==> src/rtl/mm_pkg.sv <==
// Shared types and default dimensions for the matrix-vector multiply sequencer.
package mm_pkg;

  localparam int unsigned DEF_ROWS      = 8;
  localparam int unsigned DEF_COLS      = 8;
  localparam int unsigned DEF_DATA_W    = 8;
  localparam int unsigned DEF_MEM_W     = DEF_COLS * DEF_DATA_W;
  localparam int unsigned DEF_ADDR_W    = 32;
  localparam int unsigned DEF_DRAIN_CYC = 2;

  typedef enum logic [2:0] {
    StIdle,
    StReq,
    StWait,
    StFill,
    StExec,
    StDrain,
    StDone
  } mm_state_t;

endpackage

==> src/rtl/mm_skew_gen.sv <==
// Systolic skew generator: turns the EXEC step counter into per-FIFO pop strobes
// and the matching MAC enables, which trail the pops by the FIFO read latency.
module mm_skew_gen
  import mm_pkg::*;
#(
  parameter int unsigned ROWS = DEF_ROWS,
  parameter int unsigned COLS = DEF_COLS,
  parameter int unsigned KW   = $clog2(ROWS + COLS)
) (
  input  logic            i_clk,
  input  logic            i_rst_n,
  input  logic            i_active,
  input  logic            i_clr,
  input  logic [KW-1:0]   i_k,
  output logic [ROWS:0]   o_rden,
  output logic [ROWS-1:0] o_mac_en
);

  logic [ROWS:0]   w_rden;
  logic [ROWS-1:0] r_mac_en;

  // Row i reads during steps i..i+COLS-1; the B FIFO reads during steps 0..COLS-1.
  always_comb begin
    int kk;
    kk     = int'(i_k);
    w_rden = '0;
    if (i_active) begin
      for (int i = 0; i < int'(ROWS); i++) begin
        w_rden[i] = (kk >= i) && (kk < i + int'(COLS));
      end
      w_rden[ROWS] = kk < int'(COLS);
    end
  end

  // MAC enables follow the A-FIFO pops by one cycle; an abort flushes them at once.
  always_ff @(posedge i_clk or negedge i_rst_n) begin
    if (!i_rst_n) begin
      r_mac_en <= '0;
    end else if (i_clr) begin
      r_mac_en <= '0;
    end else begin
      r_mac_en <= w_rden[ROWS-1:0];
    end
  end

  assign o_rden   = w_rden;
  assign o_mac_en = r_mac_en;

endmodule

==> src/rtl/mm_sequencer.sv <==
// Matrix-vector multiply sequencer: fetches A rows and vector B word by word,
// unpacks each word byte-wise into its FIFO, then runs the skewed read/MAC phase,
// drains the pipeline and pulses done.
module mm_sequencer
  import mm_pkg::*;
#(
  parameter int unsigned       ROWS      = DEF_ROWS,
  parameter int unsigned       COLS      = DEF_COLS,
  parameter int unsigned       DATA_W    = DEF_DATA_W,
  parameter int unsigned       MEM_W     = COLS * DATA_W,
  parameter int unsigned       ADDR_W    = DEF_ADDR_W,
  parameter logic [ADDR_W-1:0] BASE_ADDR = '0,
  parameter int unsigned       DRAIN_CYC = DEF_DRAIN_CYC
) (
  input  logic              i_clk,
  input  logic              i_rst_n,
  input  logic              i_start,
  input  logic              i_clr,
  output logic              o_busy,
  output logic              o_done,
  output logic              o_mem_read,
  output logic [ADDR_W-1:0] o_mem_addr,
  input  logic              i_mem_waitrequest,
  input  logic [MEM_W-1:0]  i_mem_readdata,
  input  logic              i_mem_readdatavalid,
  output logic [ROWS:0]     o_fifo_wren,
  output logic [DATA_W-1:0] o_fifo_wdata,
  output logic [ROWS:0]     o_fifo_rden,
  output logic [ROWS-1:0]   o_mac_en,
  output logic              o_mac_clr
);

  localparam int unsigned WW = $clog2(ROWS + 1);
  localparam int unsigned KW = $clog2(ROWS + COLS);
  localparam int unsigned JW = $clog2(COLS);

  mm_state_t         r_state;
  logic [WW-1:0]     r_w;
  logic [KW-1:0]     r_k;
  logic [JW-1:0]     r_j;
  logic [MEM_W-1:0]  r_data;
  logic              r_mem_read;
  logic [ADDR_W-1:0] r_mem_addr;
  logic [ROWS:0]     r_fifo_wren;
  logic [DATA_W-1:0] r_fifo_wdata;
  logic              r_mac_clr;

  logic [WW-1:0]     w_w_inc;
  logic [ADDR_W-1:0] w_next_addr;
  logic              w_exec;

  assign w_w_inc     = r_w + WW'(1);
  assign w_next_addr = BASE_ADDR + (ADDR_W'(w_w_inc) << 3);
  assign w_exec      = (r_state == StExec);

  // Main sequencing FSM; fetch, unpack and all memory/push outputs are registered here.
  always_ff @(posedge i_clk or negedge i_rst_n) begin
    if (!i_rst_n) begin
      r_state      <= StIdle;
      r_w          <= '0;
      r_k          <= '0;
      r_j          <= '0;
      r_data       <= '0;
      r_mem_read   <= 1'b0;
      r_mem_addr   <= '0;
      r_fifo_wren  <= '0;
      r_fifo_wdata <= '0;
      r_mac_clr    <= 1'b0;
    end else begin
      r_mac_clr <= 1'b0;
      if (i_clr) begin
        // Abort wins over everything, including a simultaneous start.
        r_state     <= StIdle;
        r_mem_read  <= 1'b0;
        r_mem_addr  <= '0;
        r_fifo_wren <= '0;
        r_mac_clr   <= 1'b1;
      end else begin
        unique case (r_state)
          StIdle: begin
            if (i_start) begin
              r_state    <= StReq;
              r_w        <= '0;
              r_mem_read <= 1'b1;
              r_mem_addr <= BASE_ADDR;
              r_mac_clr  <= 1'b1;
            end
          end
          StReq: begin
            if (!i_mem_waitrequest) begin
              r_mem_read <= 1'b0;
              r_state    <= StWait;
            end
          end
          StWait: begin
            if (i_mem_readdatavalid) begin
              // Byte 0 goes out immediately; the rest is kept pre-shifted.
              r_data       <= i_mem_readdata >> DATA_W;
              r_fifo_wdata <= i_mem_readdata[DATA_W-1:0];
              r_fifo_wren  <= {{ROWS{1'b0}}, 1'b1} << r_w;
              r_j          <= '0;
              r_state      <= StFill;
            end
          end
          StFill: begin
            if (r_j == JW'(COLS - 1)) begin
              r_fifo_wren <= '0;
              if (r_w == WW'(ROWS)) begin
                r_k     <= '0;
                r_state <= StExec;
              end else begin
                r_w        <= w_w_inc;
                r_mem_read <= 1'b1;
                r_mem_addr <= w_next_addr;
                r_state    <= StReq;
              end
            end else begin
              r_j          <= r_j + JW'(1);
              r_fifo_wdata <= r_data[DATA_W-1:0];
              r_data       <= r_data >> DATA_W;
            end
          end
          StExec: begin
            if (r_k == KW'(ROWS + COLS - 2)) begin
              r_k     <= '0;
              r_state <= StDrain;
            end else begin
              r_k <= r_k + KW'(1);
            end
          end
          StDrain: begin
            if (r_k == KW'(DRAIN_CYC - 1)) begin
              r_state <= StDone;
            end else begin
              r_k <= r_k + KW'(1);
            end
          end
          StDone: begin
            r_state <= StIdle;
          end
          default: begin
            r_state <= StIdle;
          end
        endcase
      end
    end
  end

  mm_skew_gen #(
    .ROWS (ROWS),
    .COLS (COLS),
    .KW   (KW)
  ) u_skew_gen (
    .i_clk    (i_clk),
    .i_rst_n  (i_rst_n),
    .i_active (w_exec),
    .i_clr    (i_clr),
    .i_k      (r_k),
    .o_rden   (o_fifo_rden),
    .o_mac_en (o_mac_en)
  );

  assign o_busy       = (r_state != StIdle);
  assign o_done       = (r_state == StDone);
  assign o_mem_read   = r_mem_read;
  assign o_mem_addr   = r_mem_addr;
  assign o_fifo_wren  = r_fifo_wren;
  assign o_fifo_wdata = r_fifo_wdata;
  assign o_mac_clr    = r_mac_clr;

endmodule

==> config.mk <==
export PLATFORM = sky130hd
export DESIGN_NAME = mm_sequencer
export DESIGN_NICKNAME = d
export VERILOG_FILES = /design/src/rtl/mm_pkg.sv /design/src/rtl/mm_skew_gen.sv /design/src/rtl/mm_sequencer.sv
export SDC_FILE = /design/constraint.sdc
export NUM_CORES = 1
export LEC_CHECK = 0
export CAP_MARGIN = 10
export CORE_MARGIN = 2
export CORE_UTILIZATION = 54
export CTS_BUF_LIST = sky130_fd_sc_hd__clkbuf_4
export CTS_CLUSTER_DIAMETER = 30
export DETAILED_ROUTE_END_ITERATION = 8
export GPL_TIMING_DRIVEN = 0
export PLACE_DENSITY = 0.89
export SYNTH_ARGS = -nofsm -noshare
export SYNTH_HDL_FRONTEND = slang
export SYNTH_SLANG_ARGS = --single-unit
==> constraint.sdc <==
create_clock -name i_clk -period 3.48 [get_ports i_clk]
set_clock_uncertainty 0.05 [all_clocks]
set_input_delay 0.522 -clock i_clk [delete_from_list [all_inputs] [get_ports i_clk]]
set_output_delay 0.522 -clock i_clk [all_outputs]
set_load 0.05 [all_outputs]
==> impl_metrics.env, run 1 <==
export IMPL_totalWireLength_um=11500
export IMPL_fp_dieH_um=102
export IMPL_globalRouteTotalUtil=0.226
export IMPL_syn_area_um2=5150
export IMPL_placed_cell_area_um2=6550
export IMPL_ff2ff_path_depth=6
export IMPL_yosys_area_share_adder=0.0364
export IMPL_seq_power_share=0.464
export IMPL_final_nets=726
export IMPL_post_cts_buffers=0
export IMPL_synth_compound_area_frac=0.137
export IMPL_clk_pin_slew_ns=0.16
export IMPL_final_cells=775
export IMPL_antenna_found_initial=0
export IMPL_internal_power_w=0.00243
export IMPL_drtIter0Drc=184
export IMPL_finalCriticalPeriod_ns=3.26
export IMPL_synth_top_family_by_area="compound AO/OA/AOI/OAI gates"
export IMPL_dp_cells=759
export IMPL_vdd_drop_max_uv=353
export IMPL_yosys_warnings=0
export IMPL_worstPathMaxFanout=8
export IMPL_yosys_area_share_xor_xnor=0.00340
export IMPL_htree_levels=3
export IMPL_first_pass_iters=4
export IMPL_max_cap_violations=0
export IMPL_cpMaxStageDelayCell="clkdlybuf4s50_1"
export IMPL_reg2reg_from="r_w[0]$_DFFE_PN0P_"
export IMPL_pwr_density_cell_nw_per_um2=561
export IMPL_rows=35
export IMPL_r2r_end="o_mem_addr[3]$_DFFE_PN0P_"
export IMPL_startpoint="r_k[3]$_DFFE_PN0P_"
export IMPL_dieArea_um2=10300
export IMPL_clockBufferDepth=2
export IMPL_io_buffers=111
export IMPL_grt_pass1_wl_um=18500
export IMPL_gr_total_overflow=0
export IMPL_ys_types=56
export IMPL_vias=4009
export IMPL_clkPwrFrac=0.200
export IMPL_yosysTopAreaCell="dfrtp_1"
export IMPL_synth_top_area_frac=0.491
export IMPL_synthTopCellsByCount="dfrtp_1 (101), nand2_1 (74), o21ai_0 (68)"
export IMPL_combPwrFrac=0.335
export IMPL_finalHoldViolCount=0
export IMPL_switching_share=0.358
export IMPL_period_share=0.938
export IMPL_layout_drive_gt1_share=0.133
export IMPL_setup_viol=0
export IMPL_switchingPower_w=0.00135
export IMPL_yosysSeqAreaShare=0.491
export IMPL_clk_latency_ns=0.43
export IMPL_synth_simple_area_share=0.130
export IMPL_r2r_setup_slack_ns=1.37
export IMPL_slew_headroom=0.618
export IMPL_area_growth_syn_to_layout_pct=30.8
export IMPL_grt_max_degree=61
export IMPL_die_x_um=102
export IMPL_cp_end_kind="output port"
export IMPL_critPathArrivalTime_ns=2.69
export IMPL_tightestPinTransition_ns=0.573
export IMPL_cp_cell_sequence="inv_1 > ha_1 > a2111oi_4 > clkdlybuf4s50_1"
export IMPL_syn_inst=491
export IMPL_leakagePower_nw=3.48
export IMPL_synth_most_common_cell="dfrtp_1"
export IMPL_cts_made_buffers=9
export IMPL_vias_per_cell=5.17
export IMPL_grt_pass1_vias=3966
export IMPL_critPathCapture="o_fifo_rden[2]"
export IMPL_slew_violations=0
export IMPL_clock_sinks=101
export IMPL_synthArstFlopShare=1.00
export IMPL_crit_required_ns=2.91
export IMPL_max_freq_mhz=306
export IMPL_place_congestion=0.906
export IMPL_wl_per_cell_um=14.8
export IMPL_final_area_um2=6740
export IMPL_synth_edf_count=0
export IMPL_setup_ws_ns=0.217
export IMPL_status="complete, no violations"
export IMPL_holdCritPathClass="input port to asynchronous set/reset pin"
export IMPL_ant_nets=0
export IMPL_start_kind="flip-flop"
export IMPL_synth_mux_area_frac=0.119
export IMPL_finalSetupTns_ns=0
export IMPL_drc=0
export IMPL_critPathKind="flip-flop to output port"
export IMPL_finalPower_w=0.00378
export IMPL_rsz0062_at_grt="false"
export IMPL_fillers=696
export IMPL_io_pins=140
export IMPL_tritoncts="done"
export IMPL_dp_hpwl_um=8760
export IMPL_ys_ff_latch=101
export IMPL_start_util=0.557
export IMPL_slowest_delay_ns=0.87
export IMPL_antenna_cells=0
export IMPL_dp_slack_ns=0.658
export IMPL_avgSynthCellArea_um2=10.5
export IMPL_coreArea_um2=9240
export IMPL_root_buffer="clkbuf_4"
export IMPL_synth_flop_cell="dfrtp_1"
export IMPL_synthTopCellsByArea="dfrtp_1 (49%), mux2i_1 (12%), o21ai_0 (6.6%)"
-- stage by stage --
| step | utilization | hold WS, ns |
|---|---|---|
| CTS | 0.729 | 0.0173 |
| global placement | 0.706 | 0.410 |
| global route | 0.729 | 0.0404 |
| detailed placement | 0.709 | 0.421 |
| floorplan | - | 0.176 |
| finish | 0.729 | 0.00539 |
-- sequential cells by signal, indices dropped and copies added (netlist names) --
register and cells:
o_mac_clr 1, r_j 3, o_fifo_wren 9, o_mem_read 1
r_state 3, r_data 56, o_fifo_wdata 8, u_skew_gen.o_mac_en 8
r_k 4, o_mem_addr 4, r_w 4
-- timing repair --
action,CTS,global route
hold buffers,0,0
endpoints found under the setup margin,0,1
hold endpoints to repair,0,0
resized for setup,0,1
-- worst min-delay path by stage --
stage | from | cells past startpoint | end
5_1_grt | i_rst_n | 1 | u_skew_gen.o_mac_en[6]$_DFF_PN0_
4_1_cts | i_rst_n | 1 | u_skew_gen.o_mac_en[6]$_DFF_PN0_
6_report | i_rst_n | 1 | u_skew_gen.o_mac_en[0]$_DFF_PN0_
2_1_floorplan | i_rst_n | 0 | o_fifo_wdata[0]$_DFFE_PN0P_
3_5_place_dp | r_data[22]$_DFFE_PN0P_ | 2 | r_data[22]$_DFFE_PN0P_
3_3_place_gp | o_fifo_wdata[6]$_DFFE_PN0P_ | 2 | o_fifo_wdata[6]$_DFFE_PN0P_
-- worst max-delay path, delay by kind of cell, from the launching register on --
| kind | cells | cell delay, ns |
|---|---|---|
| flip-flops | 1 | 0.52 |
| AO/OA/AOI/OAI | 1 | 0.40 |
| buffers and inverters | 2 | 1.06 |
| adder cells (fa/ha/maj) | 1 | 0.28 |
-- power groups by stage --
| stage | combinational [W] | clock, W | sequential (W) |
|---|---|---|---|
| floorplan | 0.000722 | 0 | 0.00190 |
| global placement | 0.00122 | 0 | 0.00176 |
| detailed placement | 0.00127 | 0 | 0.00178 |
| CTS | 0.00128 | 0.000765 | 0.00175 |
| global route | 0.00140 | 0.000805 | 0.00180 |
| finish | 0.00127 | 0.000757 | 0.00176 |
-- routing by layer --
layer  global-route usage  share of wire
met1                0.296           0.44
met2                0.390           0.49
met3               0.0414          0.061
met4               0.0593          0.011
met5                    0              0
-- cell usage in the layout (no fill, tap or decap), drive strengths merged, types with 4 or more instances in the layout --
master         count
clkdlybuf4s50    109
dfrtp            101
nand2             75
o21ai             70
mux2i             60
buf               52
conb              28
clkbuf            16
nor2              15
ha                15
inv               12
nor2b             12
a22o              11
nor3               7
nand2b             6
nand3              4
-- cells by family (layout without fill, tap and decap cells) --
| kind of cell | after synthesis | count (layout) |
|---|---|---|
| other | 1 | 28 |
| xor gates and xnor gates | 2 | 2 |
| buffers and inverters | 68 | 196 |
| AOI/OAI and AO/OA | 107 | 107 |
| and+or+nand+nor | 136 | 136 |
| adders and majority gates | 15 | 15 |
| muxes | 61 | 61 |
| DFF | 101 | 101 |
-- area by class of cell --
class / count / area [µm²] / share of cell area
plain buffers: 56 / 380 / 0.0565
clock buffers: 10 / 75.1 / 0.0111
clock inverters: 6 / 111 / 0.0165
inverters: 12 / 45.0 / 0.00669
multi-input cells: 349 / 2300 / 0.341
flip-flops and latches: 101 / 2530 / 0.375
well taps: 129 / 161 / 0.0240
repair buffers: 112 / 1140 / 0.169
Power figures use the tool's default switching activity.
==> run 2, diff against run 1 <==
--- a/config.mk
+++ b/config.mk
@@ -7,12 +7,13 @@
 export LEC_CHECK = 0
 export CAP_MARGIN = 10
 export CORE_MARGIN = 2
-export CORE_UTILIZATION = 54
+export CORE_UTILIZATION = 29
 export CTS_BUF_LIST = sky130_fd_sc_hd__clkbuf_4
 export CTS_CLUSTER_DIAMETER = 30
 export DETAILED_ROUTE_END_ITERATION = 8
 export GPL_TIMING_DRIVEN = 0
-export PLACE_DENSITY = 0.89
+export PLACE_DENSITY = 0.54
 export SYNTH_ARGS = -nofsm -noshare
 export SYNTH_HDL_FRONTEND = slang
+export SYNTH_HIERARCHICAL = 1
 export SYNTH_SLANG_ARGS = --single-unit
==> impl_metrics.env, run 2 <==
export IMPL_final_cell_mix="nand2_1 (134), clkdlybuf4s50_1 (102), dfrtp_1 (101)"
export IMPL_dp_hpwl_um=10200
export IMPL_avgSynthCellArea_um2=9.04
export IMPL_yosysSeqAreaShare=0.498
export IMPL_ant_nets=0
export IMPL_critPathKind="flip-flop to output port"
export IMPL_synthArstFlopShare=1.00
export IMPL_clk_latency_ns=0.48
export IMPL_cpMaxStageDelayCell="dlygate4sd2_1"
export IMPL_cts_made_buffers=9
export IMPL_synth_flop_cell="dfrtp_1"
export IMPL_grt_pass1_wl_um=21800
export IMPL_pwr_density_cell_nw_per_um2=523
export IMPL_rows=48
export IMPL_leakagePower_nw=3.15
export IMPL_antenna_found_initial=1
export IMPL_grt_pass1_vias=4352
export IMPL_gr_total_overflow=0
export IMPL_grt_max_degree=59
export IMPL_max_cap_violations=0
export IMPL_ys_types=53
export IMPL_synth_most_common_cell="nand2_1"
export IMPL_layout_drive_gt1_share=0.112
export IMPL_syn_inst=561
export IMPL_slew_violations=0
export IMPL_seqCellArea_um2=2530
export IMPL_ys_ff_latch=101
export IMPL_die_x_um=136
export IMPL_yosys_warnings=6
export IMPL_cp_cell_sequence="buf_2 > nand2b_1 > nor2_1 > or2b_2 > inv_1 > buf_4 > dlygate4sd2_1"
export IMPL_vdd_drop_max_uv=375
export IMPL_yosysTopAreaCell="dfrtp_1"
export IMPL_finalHoldViolCount=0
export IMPL_path_buf_inv=4
export IMPL_rsz0062_at_grt="false"
export IMPL_synth_edf_count=0
export IMPL_cp_end_kind="output port"
export IMPL_slowest_delay_ns=0.52
export IMPL_largest_register="r_data"
export IMPL_synthTopCellsByArea="dfrtp_1 (50%), nand2_1 (9.9%), a31oi_1 (7.0%)"
export IMPL_wl_per_cell_um=14.7
export IMPL_synth_top_area_frac=0.498
export IMPL_final_common_cell="nand2_1"
export IMPL_clk_pin_slew_ns=0.17
export IMPL_io_pins=140
export IMPL_worstPathMaxFanout=10
export IMPL_syn_area_um2=5070
export IMPL_max_freq_mhz=304
export IMPL_fp_dieH_um=136
export IMPL_multi_input_area_um2=2210
export IMPL_root_buffer="clkbuf_4"
export IMPL_first_pass_iters=4
export IMPL_fillers=1793
export IMPL_drtIter0Drc=220
export IMPL_postLayoutCoreUtil=0.393
export IMPL_final_nets=793
export IMPL_crit_family="simple AND/OR/NAND/NOR gates"
export IMPL_vias=4363
export IMPL_tritoncts="done"
export IMPL_coreArea_um2=17200
export IMPL_dieArea_um2=18600
export IMPL_htree_levels=3
export IMPL_clock_sinks=101
export IMPL_largest_reg_flops=56
export IMPL_tightestPinTransition_ns=0.617
export IMPL_drc=0
export IMPL_vias_per_cell=4.62
export IMPL_finalCriticalPeriod_ns=3.29
export IMPL_totalWireLength_um=13900
export IMPL_slew_headroom=0.588
export IMPL_globalRouteTotalUtil=0.152
export IMPL_period_share=0.946
export IMPL_crit_required_ns=2.91
export IMPL_area_growth_syn_to_layout_pct=33.0
export IMPL_critPathArrivalTime_ns=2.72
export IMPL_synthTopCellsByCount="nand2_1 (134), dfrtp_1 (101), nor2_1 (66)"
export IMPL_holdWs_ns=0.436
export IMPL_clockBufferDepth=2
export IMPL_r2r_setup_slack_ns=1.22
export IMPL_status="complete, no violations"
export IMPL_holdCritPathClass="flip-flop to flip-flop"
export IMPL_io_buffers=111
export IMPL_start_util=0.295
export IMPL_place_congestion=0.806
export IMPL_start_kind="flip-flop"
export IMPL_setup_viol=0
run 2: what timing repair did:
item | 4_1_cts | 5_1_grt
setup endpoints to repair | 6 | 2
resized for setup | 6 | 2
pin swaps | 0 | 0
hold endpoints to repair | 43 | 0
hold buffers | 1 | 0
buffers inserted | 0 | 0
run 2: through the flow:
step | setup WS [ns] | std cells | TNS (ns) | instance area [µm²] | total power [W]
after floorplan | 0.776 | 588 | 0 | 5170 | 0.00252
after global placement | -2.06 | 924 | -207.61 | 6570 | 0.00286
final | 0.187 | 944 | 0 | 6750 | 0.00353
after detailed placement | 0.419 | 925 | 0 | 6590 | 0.00291
after CTS | 0.0972 | 942 | 0 | 6740 | 0.00357
after global routing | 0.00252 | 943 | 0 | 6750 | 0.00376
run 2: worst paths after layout:
path,cells after the start,end,from
worst max-delay path,7,o_fifo_rden[8],r_state[1]$_DFFE_PN0P_
worst min-delay path,2,r_data[51]$_DFFE_PN0P_,r_data[51]$_DFFE_PN0P_
worst max register to register,7,r_data[17]$_DFFE_PN0P_,r_j[0]$_DFFE_PN0P_
worst min register to register,2,r_data[51]$_DFFE_PN0P_,r_data[51]$_DFFE_PN0P_
max in group asynchronous,3,r_data[10]$_DFFE_PN0P_,i_rst_n
min in group asynchronous,2,o_fifo_wren[2]$_DFFE_PN0P_,i_rst_n
run 2: final cells by class:
type | instances | share of cell area
flip-flops and latches | 101 | 0.374
multi-input cells | 412 | 0.327
repair buffers | 113 | 0.169
plain buffers | 66 | 0.0599
well taps | 225 | 0.0417
clock buffers | 10 | 0.0111
clock inverters | 6 | 0.0104
inverters | 9 | 0.00500
diodes | 2 | 0.000741
run 2: worst register-to-register path: cells and delay by family (launching register included):
family | cells | cell delay, ns
AO/OA/AOI/OAI | 2 | 0.49
buffers and inverters | 1 | 0.48
adder cells (fa/ha/maj) | 2 | 0.45
flip-flops | 1 | 0.42
AND/OR/NAND/NOR | 2 | 0.30
run 2: metal layers:
layer | track usage | routed length [µm]
met2 | 0.244 | 6440
met1 | 0.204 | 6400
met3 | 0.0239 | 821
met5 | 0 | 0
met4 | 0.0625 | 229
run 2: power breakdown:
part	switching, W	leakage [nW]	internal [W]
combinational	0.000623	1.85	0.000463
sequential	0.000224	1.22	0.00156
clock	0.000428	0.0814	0.000234
run 2: logic make-up (layout without fill, tap and decap cells):
family                     count (synthesis)  after routing  share of synthesized area
muxes                                     11             11                     0.0219
other                                      1             30                   0.000739
AOI/OAI and AO/OA                         96             96                      0.129
xor gates and xnor gates                   2              2                    0.00345
and+or+nand+nor                          264            264                      0.234
DFF                                      101            101                      0.498
buffers and inverters                     75            204                     0.0863
adders and majority gates                 11             11                     0.0271
